--- src/rtl/pc_sequencer.sv ---
// Program-counter sequencer: fetch handshake, wait for retirement, select the
// next PC (exception, eret, jump, branch, sequential) and pulse the PC write.
module pc_sequencer #(
  parameter logic [31:0] INIT_ADDR  = 32'h0040_0000,
  parameter logic [31:0] EXC_VECTOR = 32'h0040_0004
) (
  input  logic        clk,
  input  logic        rst,
  output logic        imem_req,
  input  logic        imem_ack,
  input  logic        exec_done,
  input  logic        stall,
  input  logic        br_taken,
  input  logic [31:0] br_target,
  input  logic        jmp,
  input  logic [31:0] jmp_target,
  input  logic        exc,
  input  logic        eret,
  input  logic [31:0] epc,
  output logic        pc_ena,
  output logic [31:0] pc_next,
  output logic [31:0] pc_cur,
  output logic        exc_ack,
  output logic [31:0] epc_wdata
);

  typedef enum logic [1:0] {S_RST, S_FETCH, S_EXEC, S_UPD} state_t;

  state_t      state_q, state_d;
  logic        imem_req_q, imem_req_d;
  logic        pc_ena_q, pc_ena_d;
  logic [31:0] pc_next_q, pc_next_d;
  logic [31:0] pc_cur_q, pc_cur_d;
  logic        exc_ack_q, exc_ack_d;
  logic [31:0] epc_wdata_q, epc_wdata_d;
  logic        retire;
  logic [31:0] sel_pc;

  // An instruction retires only when exec_done is seen with stall low.
  assign retire = (state_q == S_EXEC) && exec_done && !stall;

  always_comb begin
    sel_pc = pc_cur_q + 32'd4;
    if (exc)           sel_pc = EXC_VECTOR;
    else if (eret)     sel_pc = epc;
    else if (jmp)      sel_pc = jmp_target;
    else if (br_taken) sel_pc = br_target;
  end

  always_comb begin
    state_d     = state_q;
    pc_next_d   = pc_next_q;
    pc_cur_d    = pc_cur_q;
    epc_wdata_d = epc_wdata_q;
    exc_ack_d   = 1'b0;
    case (state_q)
      S_RST: begin
        state_d   = S_FETCH;
        pc_next_d = INIT_ADDR;
      end
      S_FETCH: if (imem_ack) state_d = S_EXEC;
      S_EXEC: if (retire) begin
        state_d   = S_UPD;
        pc_next_d = sel_pc & 32'hFFFF_FFFC;
        exc_ack_d = exc;
        if (exc) epc_wdata_d = pc_cur_q;
      end
      S_UPD: begin
        state_d  = S_FETCH;
        pc_cur_d = pc_next_q;
      end
      default: state_d = S_RST;
    endcase
    // Outputs are decoded from the next state so they line up with it once registered.
    imem_req_d = (state_d == S_FETCH);
    pc_ena_d   = (state_d == S_UPD) || (state_q == S_RST);
  end

  always_ff @(posedge clk) begin
    if (rst) begin
      state_q     <= S_RST;
      imem_req_q  <= 1'b0;
      pc_ena_q    <= 1'b0;
      pc_next_q   <= INIT_ADDR;
      pc_cur_q    <= INIT_ADDR;
      exc_ack_q   <= 1'b0;
      epc_wdata_q <= 32'h0;
    end else begin
      state_q     <= state_d;
      imem_req_q  <= imem_req_d;
      pc_ena_q    <= pc_ena_d;
      pc_next_q   <= pc_next_d;
      pc_cur_q    <= pc_cur_d;
      exc_ack_q   <= exc_ack_d;
      epc_wdata_q <= epc_wdata_d;
    end
  end

  assign imem_req  = imem_req_q;
  assign pc_ena    = pc_ena_q;
  assign pc_next   = pc_next_q;
  assign pc_cur    = pc_cur_q;
  assign exc_ack   = exc_ack_q;
  assign epc_wdata = epc_wdata_q;

endmodule

--- config.mk ---
export PLATFORM = sky130hd
export DESIGN_NAME = pc_sequencer
export DESIGN_NICKNAME = d
export VERILOG_FILES = /design/src/rtl/pc_sequencer.sv
export SDC_FILE = /design/constraint.sdc
export NUM_CORES = 1
export LEC_CHECK = 0
export BUFFER_PORTS_ARGS = -buffer_cell sky130_fd_sc_hd__buf_2
export CORE_AREA = 4 4 106 108
export DETAILED_ROUTE_END_ITERATION = 8
export DIE_AREA = 0 0 110 112
export PLACE_DENSITY = 0.81
export SYNTH_ARGS = -nofsm -noshare
export SYNTH_HDL_FRONTEND = slang
export SYNTH_SLANG_ARGS = --single-unit
--- constraint.sdc ---
create_clock -name clk -period 2.2 [get_ports clk]
set_input_delay 0.11 -clock clk [delete_from_list [all_inputs] [get_ports clk]]
set_output_delay 0.11 -clock clk [all_outputs]
set_load 0.02 [all_outputs]
==> metrics.cfg <==
[drt]
vias = 5272
drt_first_iter_violations = 346
wl_mm = 16.8
route.detailed.drc = 0
post_drt_wl_per_cell_um = 18.2
first_pass_iters = 6
vias_per_cell = 5.71
drtAntennaViolNets = 0

[setup_path]
rrSetupSlack_ns = 0.24
r2r_start = state_q[0]$_SDFF_PP0_
r2r_end = pc_next[22]$_SDFFE_PP1P_
r2r_cells = 7
path_class = flop to flop
cp-end-kind = flop
start_kind = flop
required_ns = 2.46
critPathArrivalTime_ns = 2.22
cp_max_fo = 5

[floorplan]
core_um2 = 10200
io_pins = 204
fp.dieH_um = 112
rows = 37
dieArea_um2 = 12300
die_x_um = 110
initial_utilization_pct = 47.4

[placement]
place.gp.congestion = 0.893
dp.cells = 905
place_hpwl_mm = 12.4
port_buffers = 191

[cells_and_area]
fin_cells = 923
multiInputGateArea_um2 = 2670
final_cell_mix = buf_2 (191), nand2_1 (102), dfxtp_1 (95)
regArea_um2 = 1900
drive_gt1_share_pct = 32.1
syn2layout_area_growth_pct = 28.2
nets = 892
fin_util_pct = 60.7
fillerInstances = 942
final_common_cell = buf_2

[cts]
clock_latency_ns = 0.37
cts_made_buffers = 9
htree_levels = 3
post_cts_buffers = 0
cts.sinks = 95
clkTransAtPathRegs_ns = 0.09
tritoncts = done
clockRootBuffer = clkbuf_8
clk_path_buf_depth = 2

[logic_synthesis]
synth-main-ff-cell = dfxtp_1
seq_area_frac_synth_pct = 39.3
synth_top_area_share_pct = 39.3
syn_area_um2 = 4840
yosysTopAreaCell = dfxtp_1
synth_async_sr_flop_share_pct = 0
synthTopCellsByArea = dfxtp_1 (39%), nand2_1 (7.9%), mux2i_1 (7.0%)
avgSynthCellArea_um2 = 8.17
ys_types = 58
synth-seq-cells = 95
synth_edf_count = 0
syn_inst = 593
yosysWarnings = 0

[timing]
relSlewSlack_pct = 12.7
setup_tns_ns = 0
rsz0062_at_grt = false
slew_viol_final = 0
skew_ns = 0.00726
min_period_ns = 1.96
holdWs_ns = 0.0301
fmax_mhz = 510
report.final.hold_viol_count = 0
min_period_over_period_pct = 89.2
worst_slew_pin_slew_ns = 1.31
setup_violations = 0

[hold_path]
hold_start = epc[6]
hold_depth = 3
hp-class = input pin to flop
hold-path-endpoint = pc_next[6]$_SDFFE_PP0P_

[global_routing]
grt_pass1_wl_mm = 25.8
grt_max_degree = 39
antenna_found_initial = 1
grt_pass1_vias = 5126
grt.total_usage_pct = 26.7
grt-ovfl-total = 0

[power_and_ir_drop]
p_per_area_nw_per_um2 = 630
p_leak_nw = 2.70
vdd_ir_drop_max_v = 0.000323

[flow_run]
cap_viol_max_count = 0

[run_status]
status = completed

## worst max-delay path, stage by stage, from the launching register on
cell and delay (ns):
dfxtp_1 0.36, inv_1 0.13, ha_1 0.24, nand3b_1 0.12, buf_4 0.17, or4b_2 0.60
o31ai_1 0.10, a22oi_1 0.12
## power by group
| group | total [mW] | switching (mW) | leakage, nW | internal, mW |
|---|---|---|---|---|
| logic | 0.817 | 0.515 | 1.82 | 0.302 |
| clock network | 1.30 | 0.618 | 0.119 | 0.680 |
| registers | 1.80 | 0.0376 | 0.766 | 1.76 |
## repair_timing
action,CTS,global route
endpoints found under the hold margin,1,0
hold buffers,1,0
setup endpoints to repair,0,3
resized for setup,0,1
## Yosys cell counts (4+ instances only)
library cell  count
nor2b_1           4
clkbuf_1         29
inv_1            12
nor4_1            5
nand2b_1         13
a22oi_1           5
a21oi_1          50
a221oi_1          5
o31ai_1           5
o22ai_1          11
mux2i_1          34
buf_4             9
a2111oi_0         5
nor2_1           53
a32o_1            7
nor3_1            8
a221o_1           8
xor2_1           15
nand3_1          13
dfxtp_1          95
ha_1              6
nand2_1         102
nand4_1          11
xnor2_1           6
a32oi_1          10
o21ai_0          25
buf_1             6
## area by class of cell
| type | instances | area share, % |
|---|---|---|
| timing repair buffer | 222 | 19.2 |
| tap | 136 | 2.74 |
| inverter | 12 | 0.725 |
| clock buffer | 14 | 3.10 |
| clock inverter | 2 | 0.564 |
| sequential | 95 | 30.6 |
| multi-input combinational | 441 | 43.0 |
| antenna | 1 | 0.0403 |
## stage by stage
step	instance area, µm²	power, mW	setup slack, ns
after floorplan	4860	2.35	0.278
after global placement	5970	2.61	0.311
after detailed placement	5970	2.64	0.196
after CTS	6210	3.93	0.151
after global routing	6210	4.08	0.0406
final	6210	3.92	0.238
## registers in the layout, summed over array words and instances (netlist names)
| register | cells |
|---|---|
| imem_req | 1 |
| pc_cur | 30 |
| exc_ack | 1 |
| epc_wdata | 30 |
| state_q | 2 |
| pc_ena | 1 |
| pc_next | 30 |
## per-layer routing
layer | vias up | wire, µm | share of wire (%) | global-route usage, %
li1 | 2471 | - | - | -
met5 | - | 0 | 0 | 0
met2 | 292 | 8180 | 49 | 45.4
met1 | 2473 | 6510 | 39 | 31.4
met4 | 0 | 466 | 2.8 | 11.6
met3 | 36 | 1620 | 9.6 | 6.38
## worst max path at each step
stage	slack [ns]	endpoint	startpoint
2_1_floorplan	0.28	pc_next[18]$_SDFFE_PP0P_	pc_cur[2]$_SDFFE_PP0N_
3_3_place_gp	0.31	pc_next[29]$_SDFFE_PP0P_	state_q[0]$_SDFF_PP0_
3_5_place_dp	0.20	pc_next[29]$_SDFFE_PP0P_	state_q[0]$_SDFF_PP0_
4_1_cts	0.15	pc_next[29]$_SDFFE_PP0P_	state_q[0]$_SDFF_PP0_
5_1_grt	0.04	pc_next[10]$_SDFFE_PP0P_	state_q[0]$_SDFF_PP0_
6_report	0.24	pc_next[22]$_SDFFE_PP1P_	state_q[0]$_SDFF_PP0_
## kinds of logic after synthesis
kind of cell	after synthesis	synth area share, %
adders and majority gates	6	1.55
buffers and inverters	62	6.30
AOI/OAI and AO/OA	148	20.2
other	1	0.0774
and+or+nand+nor	226	21.8
DFF	95	39.3
muxes	34	7.02
xor gates and xnor gates	21	3.80
(Power assumes the default switching activity.)
